--- config.mk ---
export PLATFORM = sky130hd
export DESIGN_NAME = deblock_stream_filter
export DESIGN_NICKNAME = d
export VERILOG_FILES = /design/src/rtl/deblock_pkg.sv /design/src/rtl/deblock_pair_filter.sv /design/src/rtl/deblock_stream_filter.sv
export SDC_FILE = /design/constraint.sdc
export NUM_CORES = 1
export LEC_CHECK = 0
export CAP_MARGIN = 20
export CELL_PAD_IN_SITES_DETAIL_PLACEMENT = 1
export CELL_PAD_IN_SITES_GLOBAL_PLACEMENT = 1
export CORE_ASPECT_RATIO = 0.5
export CORE_MARGIN = 2
export CORE_UTILIZATION = 46
export DETAILED_ROUTE_END_ITERATION = 8
export PLACE_DENSITY_LB_ADDON = 0.1
export RECOVER_POWER = 25
export SLEW_MARGIN = 20
export SYNTH_ARGS = -nofsm -noshare
export SYNTH_HDL_FRONTEND = slang
export SYNTH_SLANG_ARGS = --single-unit
--- constraint.sdc ---
create_clock -name clk -period 5.4 [get_ports clk]
set_input_delay 1.62 -clock clk [delete_from_list [all_inputs] [get_ports clk]]
set_output_delay 1.62 -clock clk [all_outputs]
set_load 0.01 [all_outputs]
--- src/rtl/deblock_pkg.sv ---
// rtl/deblock_pkg.sv - shared types and helpers for the streaming deblocking filter
package deblock_pkg;

    typedef enum logic [1:0] {
        MODE_BYPASS = 2'd0,
        MODE_ALL    = 2'd1,
        MODE_EDGE   = 2'd2,
        MODE_RSVD   = 2'd3
    } deblock_mode_e;

    // Sideband markers that travel with a pixel through the hold and output stages
    typedef struct packed {
        logic sof;
        logic eol;
    } pix_sb_t;

    // Counter width that stays legal for a geometry of a single pixel or row
    function automatic int cnt_w(input int n);
        return (n > 1) ? $clog2(n) : 1;
    endfunction

endpackage

--- src/rtl/deblock_pair_filter.sv ---
// rtl/deblock_pair_filter.sv - threshold test and floor average of two raw pixels
module deblock_pair_filter #(
    parameter int PIX_W = 8
) (
    input  logic [PIX_W-1:0] a,
    input  logic [PIX_W-1:0] b,
    input  logic [PIX_W-1:0] threshold,
    output logic             filt_en,
    output logic [PIX_W-1:0] avg
);

    logic [PIX_W:0] a_ext;
    logic [PIX_W:0] b_ext;
    logic [PIX_W:0] diff;

    // One extra bit keeps the sum exact; the shifted result always fits back in PIX_W
    always_comb begin
        a_ext   = {1'b0, a};
        b_ext   = {1'b0, b};
        diff    = (a_ext >= b_ext) ? (a_ext - b_ext) : (b_ext - a_ext);
        filt_en = (diff < {1'b0, threshold});
        avg     = PIX_W'((a_ext + b_ext) >> 1);
    end

endmodule

--- src/rtl/deblock_stream_filter.sv ---
// rtl/deblock_stream_filter.sv - streaming horizontal deblocking filter with hold and output stages
module deblock_stream_filter
    import deblock_pkg::*;
#(
    parameter int PIX_W  = 8,
    parameter int WIDTH  = 640,
    parameter int HEIGHT = 480,
    parameter int N      = 8
) (
    input  logic             clk,
    input  logic             reset,
    input  logic [1:0]       cfg_mode,
    input  logic [PIX_W-1:0] cfg_threshold,
    input  logic             s_valid,
    output logic             s_ready,
    input  logic [PIX_W-1:0] s_data,
    input  logic             s_sof,
    input  logic             s_eol,
    output logic             m_valid,
    input  logic             m_ready,
    output logic [PIX_W-1:0] m_data,
    output logic             m_sof,
    output logic             m_eol,
    output logic             frame_done,
    output logic             err_sync
);

    localparam int XW    = cnt_w(WIDTH);
    localparam int YW    = cnt_w(HEIGHT);
    localparam int LOG_N = $clog2(N);

    localparam logic [XW-1:0]    X_LAST   = XW'(WIDTH - 1);
    localparam logic [YW-1:0]    Y_LAST   = YW'(HEIGHT - 1);
    localparam logic [LOG_N-1:0] BLK_LAST = LOG_N'(N - 1);

    // Position of the next expected input pixel
    logic [XW-1:0] x_cnt;
    logic [YW-1:0] y_cnt;

    // Configuration frozen for the duration of a frame
    deblock_mode_e    mode_q;
    logic [PIX_W-1:0] thr_q;

    // Hold stage: current pixel plus its raw left neighbour
    logic             h_valid;
    logic [PIX_W-1:0] h_data;
    logic [PIX_W-1:0] h_left;
    logic [XW-1:0]    h_x;
    logic [YW-1:0]    h_y;
    pix_sb_t          h_sb;

    // Output stage extras
    pix_sb_t          m_sb;
    logic             m_last;

    logic             out_free;
    logic             s_fire;
    logic [XW-1:0]    in_x;
    logic [YW-1:0]    in_y;
    logic             in_x_last;
    logic             in_eol;
    logic             sync_err;
    logic             h_end;
    logic             h_adv;

    logic             r_en;
    logic [PIX_W-1:0] r_avg;
    logic             l_en;
    logic [PIX_W-1:0] l_avg;
    logic             use_right;
    logic             use_left;
    logic [PIX_W-1:0] out_data;

    // Right neighbour: held pixel against the pixel being accepted now
    deblock_pair_filter #(.PIX_W(PIX_W)) u_right (
        .a         (h_data),
        .b         (s_data),
        .threshold (thr_q),
        .filt_en   (r_en),
        .avg       (r_avg)
    );

    // Left neighbour: raw previous pixel against the held pixel
    deblock_pair_filter #(.PIX_W(PIX_W)) u_left (
        .a         (h_left),
        .b         (h_data),
        .threshold (thr_q),
        .filt_en   (l_en),
        .avg       (l_avg)
    );

    // Handshake, position of the incoming pixel and marker consistency
    always_comb begin
        out_free  = !m_valid || m_ready;
        s_ready   = !h_valid || out_free;
        s_fire    = s_valid && s_ready;
        in_x      = s_sof ? '0 : x_cnt;
        in_y      = s_sof ? '0 : y_cnt;
        in_x_last = (in_x == X_LAST);
        in_eol    = s_eol || in_x_last;
        sync_err  = s_fire && ((s_sof && ((x_cnt != '0) || (y_cnt != '0)))
                               || (s_eol && !in_x_last)
                               || (in_x_last && !s_eol));
        // A new frame start closes whatever row the held pixel belonged to
        h_end     = h_sb.eol || (s_fire && s_sof);
        h_adv     = h_valid && out_free && (s_fire || h_end);
    end

    // Choose raw or smoothed value for the held pixel under the frame's mode
    always_comb begin
        use_right = 1'b0;
        use_left  = 1'b0;
        case (mode_q)
            MODE_ALL: begin
                use_right = !h_end && r_en;
            end
            MODE_EDGE: begin
                use_right = !h_end && (h_x[LOG_N-1:0] == BLK_LAST) && r_en;
                use_left  = (h_x[LOG_N-1:0] == '0) && (h_x != '0) && l_en;
            end
            default: begin
                use_right = 1'b0;
                use_left  = 1'b0;
            end
        endcase
        out_data = use_right ? r_avg : (use_left ? l_avg : h_data);
    end

    // Input position counters and per-frame configuration latch
    always_ff @(posedge clk or posedge reset) begin
        if (reset) begin
            x_cnt  <= '0;
            y_cnt  <= '0;
            mode_q <= MODE_BYPASS;
            thr_q  <= '0;
        end else if (s_fire) begin
            if (in_eol) begin
                x_cnt <= '0;
                y_cnt <= (in_y == Y_LAST) ? '0 : in_y + YW'(1);
            end else begin
                x_cnt <= in_x + XW'(1);
                y_cnt <= in_y;
            end
            if (s_sof) begin
                mode_q <= deblock_mode_e'(cfg_mode);
                thr_q  <= cfg_threshold;
            end
        end
    end

    // Hold stage: load each accepted pixel, keep the outgoing one as raw left neighbour
    always_ff @(posedge clk or posedge reset) begin
        if (reset) begin
            h_valid <= 1'b0;
            h_data  <= '0;
            h_left  <= '0;
            h_x     <= '0;
            h_y     <= '0;
            h_sb    <= '0;
        end else if (s_fire) begin
            h_valid <= 1'b1;
            h_data  <= s_data;
            h_left  <= h_data;
            h_x     <= in_x;
            h_y     <= in_y;
            h_sb    <= '{sof: (in_x == '0) && (in_y == '0), eol: in_eol};
        end else if (h_adv) begin
            h_valid <= 1'b0;
        end
    end

    // Output stage: take the filtered held pixel whenever downstream has room
    always_ff @(posedge clk or posedge reset) begin
        if (reset) begin
            m_valid <= 1'b0;
            m_data  <= '0;
            m_sb    <= '0;
            m_last  <= 1'b0;
        end else if (out_free) begin
            m_valid <= h_adv;
            if (h_adv) begin
                m_data <= out_data;
                m_sb   <= '{sof: h_sb.sof, eol: h_end};
                m_last <= (h_x == X_LAST) && (h_y == Y_LAST);
            end
        end
    end

    // Registered one-cycle pulse for any marker/counter disagreement
    always_ff @(posedge clk or posedge reset) begin
        if (reset) begin
            err_sync <= 1'b0;
        end else begin
            err_sync <= sync_err;
        end
    end

    assign m_sof      = m_sb.sof;
    assign m_eol      = m_sb.eol;
    assign frame_done = m_valid && m_ready && m_last;

endmodule

==> results of run 1 <==
## cell usage in the layout, fill, tap and decap left out, drive strengths merged, types with 11 or more instances in the layout
| master | instances |
|---|---|
| a21oi | 36 |
| nor2 | 38 |
| nand3 | 13 |
| nand4 | 12 |
| buf | 41 |
| clkdlybuf4s50 | 35 |
| nor2b | 16 |
| nor3 | 18 |
| nand2 | 102 |
| o21ai | 79 |
| xnor2 | 20 |
| inv | 56 |
| ha | 67 |
| mux2i | 14 |
| dfrtp | 80 |
| nand2b | 19 |
| mux2 | 11 |
## routing by layer
metal / global-route usage / vias to the layer above
met3: 0.0434 / 23
li1: - / 2622
met4: 0.0666 / 0
met5: 0 / -
met1: 0.351 / 2608
met2: 0.425 / 78
## cells by family after synthesis
group	synth area share
fa+ha+maj	0.154
flops	0.322
compound gates	0.189
buf+inv	0.0627
xor+xnor	0.0324
simple gates	0.196
mux	0.0431
## power by group through the flow
stage | registers (mW) | logic [mW] | clock network (mW)
after floorplan | 0.859 | 1.66 | 0
after global placement | 0.858 | 2.23 | 0
after detailed placement | 0.865 | 2.32 | 0
after CTS | 0.855 | 2.34 | 0.676
after global routing | 0.874 | 2.69 | 0.698
final | 0.852 | 2.40 | 0.666
## metrics by stage
step           setup slack [ns]  cell area (um2)  total power, mW  utilization  cells
3_5_place_dp             -0.286             6910             3.18        0.535    938
6_report                  0.247             7270             3.92        0.563    955
5_1_grt                 -0.0220             7270             4.26        0.563    955
2_1_floorplan             0.463             6210             2.52            -    725
4_1_cts                  0.0488             7230             3.87        0.559    954
3_3_place_gp             -0.206             6910             3.09        0.535    938
## what timing repair did
| item | in CTS | in global routing |
|---|---|---|
| endpoints found under the setup margin | 0 | 8 |
| endpoints found under the hold margin | 0 | 0 |
| gates resized for setup | 0 | 11 |
| setup buffers | 0 | 1 |
## worst min path at each step
stage                             from                 end  slack (ns)  cells after the start
floorplan           h_y[6]$_DFFE_PP0P_  h_y[6]$_DFFE_PP0P_        0.44                      2
global placement    h_y[6]$_DFFE_PP0P_  h_y[6]$_DFFE_PP0P_        0.46                      2
detailed placement  h_y[6]$_DFFE_PP0P_  h_y[6]$_DFFE_PP0P_        0.46                      2
CTS                 h_y[6]$_DFFE_PP0P_  h_y[6]$_DFFE_PP0P_        0.48                      2
global route        h_y[6]$_DFFE_PP0P_  h_y[6]$_DFFE_PP0P_        0.52                      2
finish              h_y[6]$_DFFE_PP0P_  h_y[6]$_DFFE_PP0P_        0.48                      2
## worst reg2reg max path, stage by stage, from the launching register on
cell and delay (ns):
dfrtp_1 0.50, inv_1 0.15, ha_1 0.47, and3_1 0.29
nand2_1 0.08, o211a_1 0.42, mux2_2 0.39, a221oi_1 0.36
xnor2_1 0.17, ha_1 0.25, o21ai_0 0.29, a2111oi_0 0.15
or4_1 0.49, a21o_1 0.35, mux2i_1 0.23, a221o_1 0.35
## registers in the layout, summed over array words and instances, names as in the netlist, 2 cells and up
register and count:
h_y 9, mode_q 2, x_cnt 10, m_data 8, h_x 10, h_left 8, h_sb 2, y_cnt 9
h_data 8, thr_q 8
## area by class of cell
type | instances | area, um2 | area share
Timing Repair Buffer | 78 | 678 | 0.0933
Tap cell | 170 | 213 | 0.0293
Multi-Input combinational cell | 556 | 3850 | 0.530
Clock inverter | 6 | 76.3 | 0.0105
Inverter | 55 | 208 | 0.0286
Clock buffer | 10 | 239 | 0.0329
Sequential cell | 80 | 2000 | 0.275
==> results_dict.tcl, run 1 <==
set metrics [dict create \
    viasPerCell 5.58 \
    vias 5331 \
    yosys.area.top_type_share 0.322 \
    first_pass_iters 4 \
    dp_hpwl_mm 13.2 \
    nets 877 \
    fmax_mhz 194 \
    critPathCapture "m_data[2]$_DFFE_PP0P_" \
    crit_chain "clkdlybuf4s50_1, inv_1, ha_1, nor2b_1, o21ai_1, a21oi_1, o21a_1, o41ai_4, mux2_2, o21ai_0, ha_1, a211oi_2, o311ai_0, nor3_1, o22ai_2, and2b_2, a221o_1" \
    rows 29 \
    cts_root_buffer "clkbuf_16" \
    p_clk_frac 0.170 \
    place_congestion 0.881 \
    top_layer "met4" \
    critical_path_class "in2reg" \
    synthMostInstantiatedCell "nand2_1" \
    finalMaxSlewViolations 51 \
    finClkSkew_ns 0.0108 \
    power.switching_mw 1.74 \
    yosys_warnings 0 \
    wl_met2_mm 8.10 \
    critPathBufInv 2 \
    worst-path-max-fanout 8 \
    cts_buffer_depth 2 \
    status "complete, but fails checks" \
    grt.overflow.total 0 \
    fill_cells 1505 \
    min_path_type "reg2reg" \
    met3_length_um 426 \
    maxCapViolations 1 \
    wirelength_mm 17.5 \
    synthCells 725 \
    cp.depth 17 \
    timing.rr.start "h_data[5]$_DFFE_PP0P_" \
    diodes 0 \
    drc 0 \
    groute.usage.overall 0.256 \
    worst_pin_slew_ns 2.42 \
    port_buffers 37 \
    power.density_nw_per_um2 539 \
    timing.rr.end "m_data[5]$_DFFE_PP0P_" \
    synth-seq-cells 80 \
    synthesis.nets 822 \
    ant_nets 0 \
    start_kind "input port" \
    cts_buffers 9 \
    syn2layout_area_growth_pct 17.1 \
    die_w_um 168 \
    sw_frac_of_total 0.445 \
    drt_iter0_drc 345 \
    fp.dieH_um 86.2 \
    start_util 0.481 \
    grt_pass1_vias 5542 \
    finalCriticalPeriod_ns 5.15 \
    r2r_setup_slack_ns 0.35 \
    max_stage_delay_ns 0.48 \
    tns_ns 0 \
    crit_top_cell "ha_1" \
    wl_per_cell_um 18.4 \
    seqPwrFrac 0.218 \
    coreArea_um2 12900 \
    reg2regPathDepth 15 \
    cts.sinks 80 \
    path_clk_slew_ns 0.07 \
    end_kind "flop" \
    post-synth-top-area-cell "dfrtp_1" \
    cp.arrival_ns 5.39 \
    cts_tree "done" \
    ys_types 67 \
    setup-violations-final 0 \
    slowest_stage "clkdlybuf4s50_1" \
    synth_ff_type "dfrtp_1" \
    p_int_mw 2.17 \
    hold_slack_ns 0.477 \
    insertion_delay_ns 0.35 \
    ctsHtreeMaxLevel 3 \
    async_flop_share 1.00 \
    die-area_um2 14500 \
    pin_count 38 \
    synth_area_per_cell_um2 8.57 \
    holdBufCountCts 0 \
    netlist_top_cells_count "nand2_1, dfrtp_1, o21ai_0" \
    drive_gt1_frac 0.117 \
    synth-edff-count 0 \
    synth_area_leaders "dfrtp_1, ha_1, o21ai_0" \
    antenna_found_initial 0 \
    cp_top_family "compound AO/OA/AOI/OAI gates" \
    grt_pass1_wl_mm 29.4 \
    required_ns 5.63 \
    p_leak_nw 3.39 \
    failed_checks "capacitance limit, slew limit" \
    slew_headroom -0.619 \
    peakVddDrop_mv 0.248 \
    synth_area_um2 6210 \
    hold_violations 0 \
    comb_power_share 0.612 \
    ys_seq_area_frac 0.322 \
    met1_length_mm 8.79 \
    grt_max_degree 55 \
    min_period_over_period 0.954 \
    cp-startpoint "s_data[1]" \
]
Note: power is estimated with default switching activity, not from simulation.
==> run 2, diff against run 1 <==
==> constraint.sdc (replaced) <==
create_clock -name clk -period 5.7 [get_ports clk]
set_input_delay 1.71 -clock clk [delete_from_list [all_inputs] [get_ports clk]]
set_output_delay 1.71 -clock clk [all_outputs]
set_load 0.01 [all_outputs]
==> results_dict.tcl, run 2 (same netlist as run 1, synthesis figures left out) <==
set metrics [dict create \
    status "complete, but fails checks" \
    failed_checks "capacitance limit, slew limit" \
    sw_frac_of_total 0.448 \
    peakVddDrop_mv 0.195 \
    required_ns 5.93 \
    ant_nets 0 \
    drc 0 \
    drt_iter0_drc 240 \
    groute.usage.overall 0.256 \
    cts_root_buffer "clkbuf_16" \
    cp.arrival_ns 5.61 \
    post_cts_buffers 0 \
    cts.sinks 80 \
    coreArea_um2 12900 \
    ctsHtreeMaxLevel 3 \
    final_cell_mix "nand2_1, dfrtp_1, o21ai_0" \
    fp.dieH_um 86.2 \
    min_path_cells 2 \
    vias 5259 \
    grt_pass1_vias 5650 \
    grt_max_degree 56 \
    port_buffers 37 \
    p_clk_frac 0.173 \
    power.density_nw_per_um2 511 \
    hold_slack_ns 0.478 \
    seqPwrFrac 0.224 \
    hp-start "h_y[5]$_DFFE_PP0P_" \
    timing.rr.start "h_data[2]$_DFFE_PP0P_" \
    p_int_mw 2.01 \
    slew_headroom -0.801 \
    placed_area_um2 6790 \
    cts_buffer_depth 2 \
    worst_pin_slew_ns 2.69 \
    cts_buffers 9 \
    final_common_cell "nand2_1" \
    wl_per_cell_um 18.6 \
    cts_tree "done" \
    fill_cells 1542 \
    die-area_um2 14500 \
    wirelength_mm 17.5 \
    insertion_delay_ns 0.35 \
    grt.overflow.total 0 \
    seq_area_um2 2000 \
    power.switching_mw 1.63 \
    rows 29 \
    min_period_over_period 0.943 \
    min_path_type "reg2reg" \
    holdPathEnd "h_y[5]$_DFFE_PP0P_" \
    path_clk_slew_ns 0.07 \
    setup-violations-final 0 \
    pin_count 38 \
    first_pass_iters 4 \
    dp_hpwl_mm 13.1 \
    multi_input_area_um2 3830 \
    syn2layout_area_growth_pct 14.6 \
    critical_path_class "in2reg" \
    nets 860 \
    viasPerCell 5.61 \
    finalCriticalPeriod_ns 5.37 \
    power_mw 3.64 \
    antenna_found_initial 0 \
    holdBufCountCts 0 \
    end_kind "flop" \
    hold_violations 0 \
    finalMaxSlewViolations 56 \
    start_util 0.481 \
    largestRegisters "h_x (10), x_cnt (10)" \
    worst-path-max-fanout 8 \
    maxCapViolations 1 \
    final_area_um2 7120 \
    fmax_mhz 186 \
    place_congestion 0.861 \
    timing.rr.end "m_data[5]$_DFFE_PP0P_" \
    reg2regPathDepth 16 \
    start_kind "input port" \
    comb_power_share 0.603 \
    diodes 0 \
    r2r_setup_slack_ns 0.64 \
    grt_pass1_wl_mm 29.2 \
    p_leak_nw 3.31 \
    die_w_um 168 \
    finClkSkew_ns 0.00968 \
    rsz0062_at_grt "false" \
    drive_gt1_frac 0.0911 \
]
-- run 2: cell types whose count changed in the layout (fill, tap and decap cells not counted), moves of 2 or more --
cell,delta
o21ai_0,+2
o21ai_1,-2
ha_2,-2
buf_4,-17
ha_1,+2
-- run 2: metrics by stage --
step | cells | TNS, ns | utilization | worst slack [ns]
after floorplan | 725 | 0 | - | 0.673
after global placement | 922 | -1.35 | 0.526 | -0.237
after detailed placement | 922 | -0.301 | 0.526 | -0.0901
after CTS | 938 | 0 | 0.550 | 0.251
after global routing | 938 | 0 | 0.551 | 0.0838
final | 938 | 0 | 0.551 | 0.326
-- run 2: area by class of cell --
| type | instances | area share |
|---|---|---|
| inverters | 55 | 0.0292 |
| multi-input cells | 556 | 0.538 |
| flip-flops and latches | 80 | 0.281 |
| clock inverters | 6 | 0.0104 |
| clock buffers | 10 | 0.0336 |
| repair buffers | 61 | 0.0774 |
| well taps | 170 | 0.0299 |
-- run 2: repair_timing --
| item | in CTS | in global routing |
|---|---|---|
| endpoints found under the setup margin | 0 | 8 |
| hold endpoints to repair | 0 | 0 |
| resized for setup | 0 | 2 |
-- run 2: layer usage --
metal,up-vias,track usage,share of wire
met4,0,0.0478,0.0058
met3,10,0.0337,0.020
met1,2618,0.347,0.50
met2,47,0.446,0.48
met5,-,0,0
li1,2584,-,-
-- run 2: critical path, cell delays in order --
cell and delay (ns):
clkdlybuf4s50_1 0.48, inv_1 0.05, ha_1 0.35, a21oi_1 0.28, a21boi_0 0.17, o21a_1 0.17
nor2_1 0.10, buf_4 0.16, mux2i_1 0.22, xnor2_1 0.16, ha_1 0.27, a21o_1 0.16
a31oi_1 0.15, o21ai_0 0.15, a31oi_1 0.26, o22ai_2 0.14, and2b_1 0.30, a221o_1 0.34
-- run 2: worst max path at each step --
stage / end / depth (start not counted) / from / slack [ns]
floorplan: m_data[0]$_DFFE_PP0P_ / 18 / s_data[7] / 0.67
global placement: m_data[2]$_DFFE_PP0P_ / 17 / s_data[1] / -0.24
detailed placement: m_data[4]$_DFFE_PP0P_ / 17 / s_data[1] / -0.09
CTS: m_data[4]$_DFFE_PP0P_ / 17 / s_data[1] / 0.25
global route: m_data[4]$_DFFE_PP0P_ / 18 / s_data[4] / 0.08
finish: m_data[4]$_DFFE_PP0P_ / 18 / s_data[6] / 0.33
-- run 2: power by group through the flow --
stage	Clock (mW)	Combinational [mW]	Sequential, mW
final	0.631	2.19	0.814
after global routing	0.657	2.45	0.834
after CTS	0.637	2.18	0.816
after detailed placement	0	2.15	0.826
after global placement	0	2.06	0.821
after floorplan	0	1.57	0.814
